[config.mk]
export PLATFORM = sky130hd
export DESIGN_NAME = cordic_quad_post_pipe
export DESIGN_NICKNAME = d
export VERILOG_FILES = /design/src/rtl/cordic_pkg.sv /design/src/rtl/cordic_gain_comp.sv /design/src/rtl/cordic_quad_post_pipe.sv
export SDC_FILE = /design/constraint.sdc
export NUM_CORES = 1
export LEC_CHECK = 0
export BUFFER_PORTS_ARGS = -buffer_cell sky130_fd_sc_hd__buf_2
export CORE_AREA = 2 2 231 233
export CTS_BUF_LIST = sky130_fd_sc_hd__clkbuf_16
export CTS_CLUSTER_SIZE = 40
export DETAILED_ROUTE_END_ITERATION = 12
export DIE_AREA = 0 0 233 235
export GPL_TIMING_DRIVEN = 0
export HOLD_SLACK_MARGIN = 0.12
export SYNTH_ARGS = -nofsm -noshare
export SYNTH_HDL_FRONTEND = slang
export SYNTH_SLANG_ARGS = --single-unit
[constraint.sdc]
create_clock -name clk -period 9.92 [get_ports clk]
set_clock_uncertainty 0.05 [all_clocks]
set_input_delay 0.496 -clock clk [delete_from_list [all_inputs] [get_ports clk]]
set_output_delay 0.496 -clock clk [all_outputs]
set_load 0.01 [all_outputs]
[src/rtl/cordic_pkg.sv]
// Shared definitions for the CORDIC quadrant post-correction slice.
// Quadrant codes, default gain and the saturating-negate helper.
package cordic_pkg;

  localparam logic [1:0] Q_ID  = 2'b00;
  localparam logic [1:0] Q_P90 = 2'b01;
  localparam logic [1:0] Q_180 = 2'b10;
  localparam logic [1:0] Q_M90 = 2'b11;

  localparam int unsigned GAIN_DEF = 19898;

  typedef struct packed {
    logic               ovf;
    logic signed [63:0] val;
  } neg_res_t;

  // Negate an n-bit value held sign-extended in 64 bits;
  // the most negative code clamps to the most positive one.
  function automatic neg_res_t sat_neg(
    input logic signed [63:0] x,
    input int unsigned        n
  );
    logic signed [63:0] mn;
    neg_res_t           r;
    mn    = '1;
    mn    = mn <<< (n - 1);
    r.ovf = (x == mn);
    r.val = r.ovf ? ~mn : -x;
    return r;
  endfunction

endpackage

[src/rtl/cordic_gain_comp.sv]
// One register stage of CORDIC gain compensation:
// multiply by a Q1.15 constant, round half up, clamp to W bits.
import cordic_pkg::*;

module cordic_gain_comp #(
  parameter int          W    = 24,
  parameter int unsigned GAIN = GAIN_DEF
) (
  input  logic         clk,
  input  logic         aresetn,
  input  logic         en,
  input  logic         in_valid,
  input  logic [W-1:0] x,
  output logic [W-1:0] y,
  output logic         out_valid,
  output logic         sat
);

  localparam int PW = W + 18;

  localparam logic signed [PW-1:0] G   = PW'(GAIN);
  localparam logic signed [PW-1:0] RND = PW'(16384);
  localparam logic signed [PW-1:0] MAXV =
    {19'b0, {(W-1){1'b1}}};
  localparam logic signed [PW-1:0] MINV =
    {{19{1'b1}}, {(W-1){1'b0}}};

  logic signed [PW-1:0] prod;
  logic signed [PW-1:0] rnd;
  logic signed [PW-1:0] sh;
  logic                 hi;
  logic                 lo;
  logic [W-1:0]         ysat;

  assign prod = $signed(x) * G;
  assign rnd  = prod + RND;
  assign sh   = rnd >>> 15;
  assign hi   = sh > MAXV;
  assign lo   = sh < MINV;

  // Clamp the rounded product back into the sample range
  always_comb begin
    ysat = sh[W-1:0];
    if (hi) ysat = MAXV[W-1:0];
    if (lo) ysat = MINV[W-1:0];
  end

  assign sat = en && in_valid && (hi || lo);

  // Register stage; holds while the pipe is stalled
  always_ff @(posedge clk or negedge aresetn) begin
    if (!aresetn) begin
      out_valid <= 1'b0;
      y         <= '0;
    end else if (en) begin
      out_valid <= in_valid;
      if (in_valid) y <= ysat;
    end
  end

endmodule

[src/rtl/cordic_quad_post_pipe.sv]
// Quadrant post-correction for the CORDIC sin/cos path:
// rotate by 0/90/180/270 deg, optional gain stage, sat counter.
import cordic_pkg::*;

module cordic_quad_post_pipe #(
  parameter int          W       = 24,
  parameter int          TAG_W   = 2,
  parameter bit          GAIN_EN = 1'b1,
  parameter int unsigned GAIN    = GAIN_DEF,
  parameter int          CNT_W   = 16
) (
  input  logic             clk,
  input  logic             aresetn,
  input  logic             in_valid,
  output logic             in_ready,
  input  logic [1:0]       quadrant,
  input  logic [W-1:0]     cos_pre,
  input  logic [W-1:0]     sin_pre,
  input  logic [TAG_W-1:0] tag_in,
  output logic             out_valid,
  input  logic             out_ready,
  output logic [W-1:0]     cos,
  output logic [W-1:0]     sin,
  output logic [TAG_W-1:0] tag_out,
  output logic [CNT_W-1:0] sat_cnt,
  input  logic             sat_clr
);

  logic             en;
  logic             acc;
  neg_res_t         nc;
  neg_res_t         ns;
  logic [W-1:0]     ncos;
  logic [W-1:0]     nsin;
  logic             unused_hi;
  logic [W-1:0]     r_cos;
  logic [W-1:0]     r_sin;
  logic [1:0]       ev1;
  logic [1:0]       ev2;
  logic             s1_v;
  logic [W-1:0]     s1_c;
  logic [W-1:0]     s1_s;
  logic [TAG_W-1:0] s1_t;
  logic [2:0]       add;
  logic [CNT_W:0]   sum;

  assign en       = !out_valid || out_ready;
  assign in_ready = en;
  assign acc      = in_valid && en;

  assign nc   = sat_neg(64'($signed(cos_pre)), W);
  assign ns   = sat_neg(64'($signed(sin_pre)), W);
  assign ncos = nc.val[W-1:0];
  assign nsin = ns.val[W-1:0];
  assign unused_hi =
    ^{nc.val[63:W], ns.val[63:W]};

  // Quadrant rotation and its negation events
  always_comb begin
    r_cos = cos_pre;
    r_sin = sin_pre;
    ev1   = 2'd0;
    unique case (1'b1)
      quadrant == Q_ID: begin
      end
      quadrant == Q_P90: begin
        r_cos = nsin;
        r_sin = cos_pre;
        ev1   = {1'b0, ns.ovf};
      end
      quadrant == Q_180: begin
        r_cos = ncos;
        r_sin = nsin;
        ev1   = {1'b0, nc.ovf} + {1'b0, ns.ovf};
      end
      quadrant == Q_M90: begin
        r_cos = sin_pre;
        r_sin = ncos;
        ev1   = {1'b0, nc.ovf};
      end
    endcase
  end

  // Stage 1 register: rotated pair, tag and valid
  always_ff @(posedge clk or negedge aresetn) begin
    if (!aresetn) begin
      s1_v <= 1'b0;
      s1_c <= '0;
      s1_s <= '0;
      s1_t <= '0;
    end else if (en) begin
      s1_v <= in_valid;
      if (in_valid) begin
        s1_c <= r_cos;
        s1_s <= r_sin;
        s1_t <= tag_in;
      end
    end
  end

  if (GAIN_EN) begin : g_gain
    logic c_v;
    logic s_v;
    logic c_sat;
    logic s_sat;

    cordic_gain_comp #(
      .W    (W),
      .GAIN (GAIN)
    ) u_cos (
      .clk       (clk),
      .aresetn   (aresetn),
      .en        (en),
      .in_valid  (s1_v),
      .x         (s1_c),
      .y         (cos),
      .out_valid (c_v),
      .sat       (c_sat)
    );

    cordic_gain_comp #(
      .W    (W),
      .GAIN (GAIN)
    ) u_sin (
      .clk       (clk),
      .aresetn   (aresetn),
      .en        (en),
      .in_valid  (s1_v),
      .x         (s1_s),
      .y         (sin),
      .out_valid (s_v),
      .sat       (s_sat)
    );

    assign out_valid = c_v & s_v;
    assign ev2       = {1'b0, c_sat} + {1'b0, s_sat};

    // Tag follows its data through the gain stage
    always_ff @(posedge clk or negedge aresetn) begin
      if (!aresetn) begin
        tag_out <= '0;
      end else if (en && s1_v) begin
        tag_out <= s1_t;
      end
    end
  end else begin : g_bypass
    assign out_valid = s1_v;
    assign cos       = s1_c;
    assign sin       = s1_s;
    assign tag_out   = s1_t;
    assign ev2       = 2'd0;
  end

  assign add = (acc ? {1'b0, ev1} : 3'd0) + {1'b0, ev2};
  assign sum = {1'b0, sat_cnt} + (CNT_W+1)'(add);

  // Saturation counter; clear wins, count sticks at full scale
  always_ff @(posedge clk or negedge aresetn) begin
    if (!aresetn) begin
      sat_cnt <= '0;
    end else if (sat_clr) begin
      sat_cnt <= '0;
    end else if (sum[CNT_W]) begin
      sat_cnt <= '1;
    end else begin
      sat_cnt <= sum[CNT_W-1:0];
    end
  end

endmodule

# Yosys cells after proc, flatten, opt, wreduce, memory -nomap -nowiden
# Index checks and enable logic that the tools add are counted.
[op_classes] n_addsub=8 multipliers=2 div_mod_pow=0 n_lt_le_gt_ge=4 eq_ne=5 shift=0 muxes=12 bitwise_logic=0 n_reduce_logical=10
[ops] operator="two-way mux 24 bit" n=6
[ops] operator="case mux 24 bit (3 select lines)" n=2
[ops] operator="adder 40 x 16 -> 41 bit (second input constant)" n=2
[ops] operator="multiplier 24 x 15 -> 39 bit (second input constant)" n=2
[ops] operator="> comparator 27 x 24 -> 1 bit (second input constant)" n=2
[ops] operator="less-than comparator 27 x 24 -> 1 bit (second input constant)" n=2
[ops] operator="equality test 24 bit (second input constant)" n=2
[ops] operator="negation 24 bit" n=2
[ops] operator="two-way mux 16 bit" n=2
[ops] operator="adder 16 x 3 -> 17 bit" n=1
[ops] operator="case mux 2 bit (3 select lines)" n=1
[ops] operator="adder 1 x 1 -> 2 bit" n=2
[ops] operator="equality test 2 bit (second input constant)" n=2
[ops] operator="logical AND 1 bit" n=4
[ops] operator="AND reduction 2 bit" n=2
[ops] operator="adder 2 x 2 -> 3 bit" n=1
[ops] operator="logical OR 1 bit" n=3
[ops] operator="equality test 2 x 1 -> 1 bit (second input constant)" n=1
[ops] operator="two-way mux 2 bit" n=1
[ops] operator="logical NOT 1 bit" n=1
[totals] ff_bits=118 latchBits=0 mem_bits_rw=0 rom_bits=0 input_bits=57 out_inout_bits=68 word_cells=50 n_memories=0

# Depth between registers and ports, before layout
# Gate-level depths: netlist of the first run.
[logic_depth] depth_word=10 depth_mapped=37 ltp_nobuf=36

# Hierarchy
# A second synthesis of the first run with hierarchy kept.
[unflattened] cells_unflattened=2716 hier_area_um2=24273.3
[modules_own_cells] mod="cordic_gain_comp (g_gain.u_sin)" n_inst=1 cells_each=995 area_each_um2=9352.7 seq_area_each_um2=625.6
[modules_own_cells] mod="cordic_gain_comp (g_gain.u_cos)" n_inst=1 cells_each=1035 area_each_um2=9282.7 seq_area_each_um2=625.6
[modules_own_cells] mod="cordic_quad_post_pipe" n_inst=1 cells_each=686 area_each_um2=5637.9 seq_area_each_um2=1726.7

# Worst setup path before layout of the first run
# No wires, ideal clock.
[synth_timing] kind="reg-to-reg" from="register s1_c[23]" to="register sat_cnt[10]" setup_ns=0.137 t_arrival_ns=8.521 required_ns=9.733 setup_slack_ns=1.212 path_stages_with_launch=33 path_buffers=1 synth_period_minus_slack_ns=8.708 cell_sequence="dfrtp_1 > ha_1 > fa_1 > inv_1 > fa_1 > fa_1 > fa_1 > inv_1 > fa_1 > inv_1 > ha_1 > and4_1 > and3b_1 > a32oi_1 > nand3_1 > o21ai_1 > a21boi_0 > nor4_1 > nand4_1 > xnor2_1 > a221oi_1 > nand2_1 > fa_1 > inv_1 > ha_1 > fa_1 > a21o_1 > nand2_1 > nor2_1 > nand2_1 > or3_1 > clkbuf_1 > a21oi_1"
[synth_between] elab_chain_len=10 word_cells_on_any_way=11 classes_between="add/sub (4); mul (1); order compare (2); mux (2); reduce/logical (2)"
[synth_rtl] item="start: declaration" line_no="cordic_quad_post_pipe.sv:41" source="logic [W-1:0] s1_c;"
[synth_rtl] item="start signal: assignment" line_no="cordic_quad_post_pipe.sv:94" source="s1_c <= r_cos;"
[synth_rtl] item="multiplier 24 x 15 -> 39 bit (*)" line_no="cordic_gain_comp.sv:35" source="assign prod = $signed(x) * G;"
[synth_rtl] item="adder 40 x 16 -> 41 bit (*)" line_no="cordic_gain_comp.sv:36" source="assign rnd = prod + RND;"
[synth_rtl] item="> comparator 27 x 24 -> 1 bit / less-than comparator 27 x 24 -> 1 bit (equally long branches)" line_no="cordic_gain_comp.sv:38, cordic_gain_comp.sv:39"
[synth_rtl] item="logical OR 1 bit (*)" line_no="cordic_gain_comp.sv:48" source="assign sat = en && in_valid && (hi || lo);"
[synth_rtl] item="logical AND 1 bit (*)" line_no="cordic_gain_comp.sv:48"
[synth_rtl] item="adder 1 x 1 -> 2 bit (*)" line_no="cordic_quad_post_pipe.sv:136" source="assign ev2 = {1'b0, c_sat} + {1'b0, s_sat};"
[synth_rtl] item="adder 2 x 2 -> 3 bit (*)" line_no="cordic_quad_post_pipe.sv:154" source="assign add = (acc ? {1'b0, ev1} : 3'd0) + {1'b0, ev2};"
[synth_rtl] item="adder 16 x 3 -> 17 bit (*)" line_no="cordic_quad_post_pipe.sv:155" source="assign sum = {1'b0, sat_cnt} + (CNT_W+1)'(add);"
[synth_rtl] item="two-way mux 16 bit (*)" line_no="cordic_quad_post_pipe.sv:163" source="end else if (sum[CNT_W]) begin"
[synth_rtl] item="two-way mux 16 bit (*)" line_no="cordic_quad_post_pipe.sv:161" source="end else if (sat_clr) begin"
[synth_rtl] item="end signal: assignment" line_no="cordic_quad_post_pipe.sv:166" source="sat_cnt <= sum[CNT_W-1:0];"
[synth_rtl] item="end: declaration" line_no="cordic_quad_post_pipe.sv:25" source="output logic [CNT_W-1:0] sat_cnt,"
# Mark *: on every way between the ends. The rest lies on a longest branch, timed or not.
# A chain may end at the register's enable or synchronous reset.

# Final worst setup path of the first run
[layout_timing] from="register s1_c[10]" to="register sat_cnt[14]"
# Same word-level chain as after synthesis.

==> impl_metrics.xml, run 1 <==
<?xml version="1.0" encoding="UTF-8"?>
<metrics>
  <group name="run_status">
    <metric name="outcome" unit="">completed</metric>
  </group>
  <group name="synth">
    <metric name="number_of_flip_flops_and_latches_in_the_synthesized_netlist" unit="">118</metric>
    <metric name="synth.top_cell.area_share" unit="">0.271</metric>
    <metric name="synth_ff_type" unit="">sky130_fd_sc_hd__dfrtp_1</metric>
    <metric name="syn-cell-area" unit="sq mm">0.0233</metric>
    <metric name="synth_edf_count" unit="">0</metric>
    <metric name="synth_cell_type_count" unit="">90</metric>
    <metric name="post_synth_most_frequent_cells" unit="">sky130_fd_sc_hd__inv_1, sky130_fd_sc_hd__fa_1, sky130_fd_sc_hd__ha_1</metric>
    <metric name="synthesis.instances" unit="">2687</metric>
    <metric name="synth_seq_area_share" unit="">0.127</metric>
    <metric name="post_synth_main_area_contributors" unit="">sky130_fd_sc_hd__fa_1, sky130_fd_sc_hd__ha_1, sky130_fd_sc_hd__dfrtp_1</metric>
    <metric name="synth_fp_nets" unit="">3345</metric>
    <metric name="ys_async_sr_fraction" unit="">1.00</metric>
    <metric name="syn_avg_cell_area" unit="sq um">8.68</metric>
    <metric name="synth_area_leader_cell" unit="">sky130_fd_sc_hd__fa_1</metric>
    <metric name="synth.most_common_cell" unit="">sky130_fd_sc_hd__inv_1</metric>
    <metric name="ys.warnings.count" unit="">0</metric>
  </group>
  <group name="worst_setup_path">
    <metric name="cp_top_family" unit="">adder cells</metric>
    <metric name="critPathCaptureType" unit="">flop</metric>
    <metric name="setup.worst_path.class" unit="">flop to flop</metric>
    <metric name="slowest_stage" unit="">sky130_fd_sc_hd__fa_1</metric>
    <metric name="crit_arrival" unit="ps">9610</metric>
    <metric name="regToRegSetupSlack" unit="ps">600</metric>
    <metric name="crit_fanout" unit="">9</metric>
    <metric name="most_common_cell_type_on_the_critical_path" unit="">sky130_fd_sc_hd__fa_1</metric>
    <metric name="max_stage_delay" unit="ps">570</metric>
    <metric name="worst_ep_required_time" unit="ps">10200</metric>
    <metric name="start_kind" unit="">flop</metric>
    <metric name="critical_path.n_buffers_inverters" unit="">6</metric>
  </group>
  <group name="detailed_routing">
    <metric name="wl_per_cell" unit="microns">19.0</metric>
    <metric name="detail_route.drc_violations" unit="">0</metric>
    <metric name="drt_first_iter_violations" unit="">1400</metric>
    <metric name="routed-via-count" unit="">20100</metric>
    <metric name="detail_route.vias_per_cell" unit="">5.68</metric>
    <metric name="route.antenna.remaining_nets" unit="">0</metric>
    <metric name="detailedRoute.firstPassIterationCount" unit="">5</metric>
    <metric name="detailed_route_wl" unit="mm">67.2</metric>
  </group>
  <group name="timing">
    <metric name="timing.max_slew.rel_slack" unit="">0.209</metric>
    <metric name="final-setup-viol-count" unit="">0</metric>
    <metric name="fmaxAchievable" unit="MHz">107</metric>
    <metric name="fin_hold_ws" unit="ps">223</metric>
    <metric name="final-max-slew-violation-count" unit="">0</metric>
    <metric name="time_the_final_worst_path_needs_with_i_o_delays_and_setup" unit="ps">9320</metric>
    <metric name="report.final.hold_viol_count" unit="">0</metric>
    <metric name="final_period_utilization" unit="">0.940</metric>
    <metric name="worstMarginPinSlew" unit="ps">1170</metric>
  </group>
  <group name="die">
    <metric name="floorplan.initialDensity" unit="">0.447</metric>
    <metric name="core" unit="sq mm">0.0522</metric>
    <metric name="floorplan.rows" unit="">84</metric>
    <metric name="io-pin-count" unit="">125</metric>
    <metric name="floorplan.die_area" unit="sq mm">0.0548</metric>
    <metric name="floorplan.die.width" unit="microns">233</metric>
    <metric name="die_height" unit="microns">235</metric>
  </group>
  <group name="place">
    <metric name="place.port_buffers" unit="">119</metric>
    <metric name="hpwl" unit="mm">56.8</metric>
    <metric name="routabilityCongestion" unit="">0.944</metric>
  </group>
  <group name="clocking">
    <metric name="clock_sinks" unit="">118</metric>
    <metric name="root_buffer_selected_by_cts" unit="">sky130_fd_sc_hd__clkbuf_16</metric>
    <metric name="clock_insertion_delay_worst_skew" unit="ps">470</metric>
    <metric name="cts_buffer_depth" unit="">2</metric>
    <metric name="cts_tree" unit="">yes</metric>
    <metric name="numCtsBuffers" unit="">17</metric>
    <metric name="clock_tree.htree_level_count" unit="">4</metric>
    <metric name="cts.clk_slew.worst_paths" unit="ps">60</metric>
  </group>
  <group name="finish">
    <metric name="num-nets-final" unit="">3489</metric>
    <metric name="final-seq-area" unit="sq mm">0.00296</metric>
    <metric name="area_of_the_multi_input_gates" unit="sq mm">0.0181</metric>
    <metric name="fin_util" unit="">0.490</metric>
    <metric name="nFillCells" unit="">5074</metric>
    <metric name="antenna_cells" unit="">0</metric>
    <metric name="layout-drive-gt1-share" unit="">0.0830</metric>
    <metric name="syn_to_final_growth" unit="%">9.70</metric>
  </group>
  <group name="global_route">
    <metric name="grt_usage" unit="">0.258</metric>
    <metric name="maximum_number_of_pins_on_one_net_before_global_route_repair" unit="">92</metric>
    <metric name="grt_first_pass_wirelength" unit="mm">111</metric>
    <metric name="grt_overflow" unit="">0</metric>
    <metric name="grt_antenna_before_repair" unit="">1</metric>
    <metric name="via_count_of_the_first_global_routing_pass" unit="">20800</metric>
  </group>
  <group name="hold_path">
    <metric name="hp-class" unit="">primary input to flop</metric>
  </group>
  <group name="job">
    <metric name="cap_violations" unit="">0</metric>
  </group>
</metrics>
final cells by class:
cell class | count | area share
Buffer | 90 | 0.0145
Clock buffer | 17 | 0.0166
Clock inverter | 15 | 0.00684
Inverter | 533 | 0.0782
Multi-Input combinational cell | 1945 | 0.708
Sequential cell | 118 | 0.115
Tap cell | 688 | 0.0336
Timing Repair Buffer | 126 | 0.0265
layout by cell type, fill, tap and decap left out, types with 28 or more instances in the layout:
cell type	instances
sky130_fd_sc_hd__nand2_1	197
sky130_fd_sc_hd__fa_1	316
sky130_fd_sc_hd__xor2_1	39
sky130_fd_sc_hd__nor2_1	114
sky130_fd_sc_hd__o21ai_1	36
sky130_fd_sc_hd__clkbuf_1	69
sky130_fd_sc_hd__nand3_1	45
sky130_fd_sc_hd__a21o_1	41
sky130_fd_sc_hd__nand4_1	33
sky130_fd_sc_hd__o21ai_0	125
sky130_fd_sc_hd__xnor2_1	52
sky130_fd_sc_hd__dfrtp_1	116
sky130_fd_sc_hd__a21oi_1	160
sky130_fd_sc_hd__buf_2	131
sky130_fd_sc_hd__nor3_1	42
sky130_fd_sc_hd__ha_1	285
sky130_fd_sc_hd__or3_1	29
sky130_fd_sc_hd__inv_1	531
sky130_fd_sc_hd__and2_1	28
layer usage:
layer / part of all wire / wire, microns / global-route usage
met5: 0.00013 / 9 / 0
met1: 0.46 / 31100 / 0.366
met3: 0.051 / 3450 / 0.0323
met4: 0.023 / 1550 / 0.0708
met2: 0.46 / 31200 / 0.414
logic make-up (layout without fill, tap and decap cells):
| group | count (synthesis) | after routing | share of synthesized area |
|---|---|---|---|
| buffers and inverters | 624 | 781 | 0.102 |
| xor gates and xnor gates | 92 | 92 | 0.0345 |
| adders and majority gates | 602 | 602 | 0.424 |
| DFF | 118 | 118 | 0.127 |
| and+or+nand+nor | 615 | 615 | 0.132 |
| AOI/OAI and AO/OA | 615 | 615 | 0.171 |
| muxes | 21 | 21 | 0.00933 |
worst reg2reg max path, delay by kind of cell, from the launching register on:
kind | cells | cell delay, ps
compound gates | 6 | 1500
simple gates | 13 | 2420
buf+inv | 6 | 530
fa+ha+maj | 10 | 4180
flops | 1 | 520
registers in the layout (all words and copies together) (netlist names):
name and flops:
g_gain.u_sin.y 24, g_gain.u_cos.y 24, sat_cnt 16, s1_s 24
tag_out 2, g_gain.u_cos.out_valid 1, s1_v 1, s1_t 2
s1_c 24
path summary, 6_finish.rpt:
path | from | endpoint | depth (start not counted)
min | tag_in[0] | s1_t[0] | 2
min in group asynchronous | aresetn | s1_c[5] | 2
max | s1_c[10] | sat_cnt[14] | 35
max reg2reg | s1_c[10] | sat_cnt[14] | 35
max in group asynchronous | aresetn | g_gain.u_cos.y[12] | 3
min reg2reg | g_gain.u_sin.y[23] | g_gain.u_sin.y[23] | 2
metrics by stage:
stage	instances	instance area (sq um)	worst slack [ps]	setup TNS, ps
finish	3532	25600	595	0
global route	3532	25600	-17.6	-17.6
detailed placement	3495	24800	-103	-888
CTS	3527	25400	80.4	0
floorplan	2687	23300	1210	0
global placement	3494	24800	-55.6	-493
repair_timing:
item                       CTS  global route
gates cloned                 0             0
pin swaps                    0             3
hold buffers                 1             0
setup endpoints to repair   10            16
hold endpoints to repair    27             0
buffers inserted             0             5
resized for setup            1            23
Power of run 1 is left out: the tool's default activity adds up to more than one toggle a clock period on the data nets, which glitch-free logic cannot reach.
==> run 2, diff against run 1 <==
- ABC_AREA: default -> 1
- CORE_AREA: 2 2 231 233 -> 2 2 237 239
- CTS_CLUSTER_SIZE: 40 -> 24
- DIE_AREA: 0 0 233 235 -> 0 0 239 241
- MAX_ROUTING_LAYER: default -> met4
==> impl_metrics.xml, run 2 <==
<?xml version="1.0" encoding="UTF-8"?>
<metrics>
  <group name="die">
    <metric name="io-pin-count" unit="">125</metric>
    <metric name="core" unit="sq mm">0.0549</metric>
    <metric name="floorplan.die_area" unit="sq mm">0.0576</metric>
    <metric name="die_height" unit="microns">241</metric>
    <metric name="floorplan.initialDensity" unit="">0.448</metric>
    <metric name="floorplan.die.width" unit="microns">239</metric>
    <metric name="floorplan.rows" unit="">86</metric>
  </group>
  <group name="global_route">
    <metric name="maximum_number_of_pins_on_one_net_before_global_route_repair" unit="">72</metric>
    <metric name="via_count_of_the_first_global_routing_pass" unit="">21200</metric>
    <metric name="grt_antenna_before_repair" unit="">0</metric>
    <metric name="grt_usage" unit="">0.255</metric>
    <metric name="grt_first_pass_wirelength" unit="mm">111</metric>
    <metric name="grt_overflow" unit="">0</metric>
  </group>
  <group name="synth">
    <metric name="synth_cell_type_count" unit="">54</metric>
    <metric name="number_of_flip_flops_and_latches_in_the_synthesized_netlist" unit="">118</metric>
    <metric name="post_synth_main_area_contributors" unit="">sky130_fd_sc_hd__fa_1, sky130_fd_sc_hd__ha_1, sky130_fd_sc_hd__nand2_1</metric>
    <metric name="post_synth_most_frequent_cells" unit="">sky130_fd_sc_hd__nand2_1, sky130_fd_sc_hd__inv_1, sky130_fd_sc_hd__fa_1</metric>
    <metric name="ys.warnings.count" unit="">0</metric>
    <metric name="synth_fp_nets" unit="">3987</metric>
    <metric name="syn-cell-area" unit="sq mm">0.0246</metric>
    <metric name="synth_seq_area_share" unit="">0.120</metric>
    <metric name="synth_edf_count" unit="">0</metric>
    <metric name="synth_area_leader_cell" unit="">sky130_fd_sc_hd__fa_1</metric>
    <metric name="synthesis.instances" unit="">3329</metric>
    <metric name="synth_ff_type" unit="">sky130_fd_sc_hd__dfrtp_1</metric>
    <metric name="synth.most_common_cell" unit="">sky130_fd_sc_hd__nand2_1</metric>
    <metric name="ys_async_sr_fraction" unit="">1.00</metric>
    <metric name="syn_avg_cell_area" unit="sq um">7.39</metric>
    <metric name="synth.top_cell.area_share" unit="">0.257</metric>
  </group>
  <group name="hold_path">
    <metric name="worst_hold_path_cell_count" unit="">3</metric>
    <metric name="timing.hold.worst_endpoint" unit="">s1_t[1]</metric>
    <metric name="hp-class" unit="">primary input to flop</metric>
    <metric name="holdCritStartpoint" unit="">tag_in[1]</metric>
  </group>
  <group name="clocking">
    <metric name="clock_tree.htree_level_count" unit="">4</metric>
    <metric name="cts_tree" unit="">yes</metric>
    <metric name="cts_buffer_depth" unit="">2</metric>
    <metric name="clock_insertion_delay_worst_skew" unit="ps">470</metric>
    <metric name="cts.clk_slew.worst_paths" unit="ps">60</metric>
    <metric name="clock_sinks" unit="">118</metric>
    <metric name="numCtsBuffers" unit="">17</metric>
    <metric name="root_buffer_selected_by_cts" unit="">sky130_fd_sc_hd__clkbuf_16</metric>
    <metric name="buffer_count_from_post_cts_setup_fixing" unit="">0</metric>
  </group>
  <group name="timing">
    <metric name="fmaxAchievable" unit="MHz">110</metric>
    <metric name="report.final.hold_viol_count" unit="">0</metric>
    <metric name="tns" unit="ps">0</metric>
    <metric name="timing.max_slew.rel_slack" unit="">0.226</metric>
    <metric name="final-setup-viol-count" unit="">0</metric>
    <metric name="grt_setup_unrepaired" unit="">false</metric>
    <metric name="time_the_final_worst_path_needs_with_i_o_delays_and_setup" unit="ps">9090</metric>
    <metric name="worstMarginPinSlew" unit="ps">1160</metric>
    <metric name="final_period_utilization" unit="">0.917</metric>
    <metric name="final-max-slew-violation-count" unit="">0</metric>
  </group>
  <group name="detailed_routing">
    <metric name="detailed_route_wl" unit="mm">67.7</metric>
    <metric name="route.antenna.remaining_nets" unit="">0</metric>
    <metric name="detailedRoute.firstPassIterationCount" unit="">7</metric>
    <metric name="detail_route.drc_violations" unit="">0</metric>
    <metric name="routed-via-count" unit="">20900</metric>
    <metric name="drt_first_iter_violations" unit="">1243</metric>
    <metric name="wl_per_cell" unit="microns">16.2</metric>
    <metric name="detail_route.vias_per_cell" unit="">4.99</metric>
  </group>
  <group name="worst_setup_path">
    <metric name="critical_path.n_buffers_inverters" unit="">9</metric>
    <metric name="critPathCaptureType" unit="">flop</metric>
    <metric name="start_kind" unit="">flop</metric>
    <metric name="max_stage_delay" unit="ps">580</metric>
    <metric name="crit_fanout" unit="">10</metric>
    <metric name="cp_top_family" unit="">adder cells</metric>
    <metric name="most_common_cell_type_on_the_critical_path" unit="">sky130_fd_sc_hd__nand2_1</metric>
    <metric name="terminus_of_the_critical_flop_to_flop_path" unit="">sat_cnt[15]</metric>
    <metric name="slowest_stage" unit="">sky130_fd_sc_hd__fa_1</metric>
    <metric name="worst_ep_required_time" unit="ps">10220</metric>
    <metric name="regToRegSetupSlack" unit="ps">830</metric>
    <metric name="cp.depth" unit="">42</metric>
    <metric name="r2r-start" unit="">s1_c[22]</metric>
    <metric name="crit_arrival" unit="ps">9400</metric>
    <metric name="setup.worst_path.class" unit="">flop to flop</metric>
    <metric name="ff2ff_path_depth" unit="">42</metric>
  </group>
  <group name="finish">
    <metric name="layout-drive-gt1-share" unit="">0.0832</metric>
    <metric name="syn_to_final_growth" unit="%">8.43</metric>
    <metric name="fin_cells" unit="">4188</metric>
    <metric name="antenna_cells" unit="">0</metric>
    <metric name="final_cell_mix" unit="">sky130_fd_sc_hd__nand2_1, sky130_fd_sc_hd__inv_1, sky130_fd_sc_hd__fa_1</metric>
    <metric name="num-nets-final" unit="">4129</metric>
    <metric name="fin_util" unit="">0.486</metric>
    <metric name="final_common_cell" unit="">sky130_fd_sc_hd__nand2_1</metric>
  </group>
  <group name="job">
    <metric name="cap_violations" unit="">0</metric>
  </group>
  <group name="place">
    <metric name="routabilityCongestion" unit="">0.976</metric>
    <metric name="hpwl" unit="mm">58.8</metric>
    <metric name="place.port_buffers" unit="">121</metric>
    <metric name="placed_cells_incl_taps" unit="">4155</metric>
  </group>
  <group name="run_status">
    <metric name="outcome" unit="">completed</metric>
  </group>
</metrics>
run 2: cell types whose count changed after synthesis, moves of 25 or more:
cell and delta:
sky130_fd_sc_hd__nand2_1 +626, sky130_fd_sc_hd__inv_1 +270, sky130_fd_sc_hd__nand3_1 +92, sky130_fd_sc_hd__nor2_1 +66
sky130_fd_sc_hd__a21oi_1 -64, sky130_fd_sc_hd__nand2_2 +46, sky130_fd_sc_hd__xnor2_1 -38, sky130_fd_sc_hd__clkbuf_1 -35
sky130_fd_sc_hd__a21o_1 -33, sky130_fd_sc_hd__or3_1 -30, sky130_fd_sc_hd__xor2_1 +27, sky130_fd_sc_hd__a311oi_1 -25
sky130_fd_sc_hd__a32oi_1 -25, sky130_fd_sc_hd__and2_1 -25
run 2: cell type report:
class	instances	area [sq um]
repair buffers	123	649
inverters	828	3110
clock inverters	15	115
clock buffers	17	425
plain buffers	46	243
multi-input cells	2337	18300
well taps	704	881
fillers	5655	28200
flip-flops and latches	118	2950
run 2: worst min-delay path, delay by kind of cell:
family	cells	cell delay, ps
compound gates	1	50
simple gates	1	40
buf+inv	1	80
run 2: worst max-delay path by stage:
| stage | from | end | slack [ps] |
|---|---|---|---|
| 2_1_floorplan | s1_c[23] | sat_cnt[15] | 1920 |
| 3_3_place_gp | s1_c[23] | sat_cnt[15] | 680 |
| 3_5_place_dp | s1_c[23] | sat_cnt[15] | 600 |
| 4_1_cts | s1_c[23] | sat_cnt[15] | 540 |
| 5_1_grt | s1_c[22] | sat_cnt[13] | 190 |
| 6_report | s1_c[22] | sat_cnt[15] | 830 |
run 2: repair_timing:
action                                  in CTS  in global routing
gates resized for setup                      0                  1
endpoints found under the hold margin       47                  0
endpoints found under the setup margin       0                  9
hold buffers                                 1                  0
run 2: per-stage QoR:
stage / cell area [sq um] / setup WS, ps / hold slack [ps]
floorplan: 24600 / 1920 / 150
global placement: 26100 / 683 / 395
detailed placement: 26100 / 598 / 408
CTS: 26700 / 541 / 159
global route: 26700 / 193 / 198
finish: 26700 / 826 / 190
run 2: cells by family (layout without fill, tap and decap cells):
kind of cell,after synthesis,after routing,share of synthesized area
flip-flops,118,118,0.120
AND/OR/NAND/NOR,1337,1337,0.237
adder cells (fa/ha/maj),601,601,0.402
XOR/XNOR,83,83,0.0302
buffers and inverters,874,1029,0.136
AO/OA/AOI/OAI,316,316,0.0745
run 2: per-layer routing:
layer | global-route usage | vias up | routed length (microns)
met1 | 0.334 | 9879 | 31900
met3 | 0.0292 | 83 | 2720
met4 | 0.0669 | 0 | 1590
met5 | - | - | 0
li1 | - | 10500 | -
met2 | 0.420 | 445 | 31500
Power of run 2 is left out for the same reason.
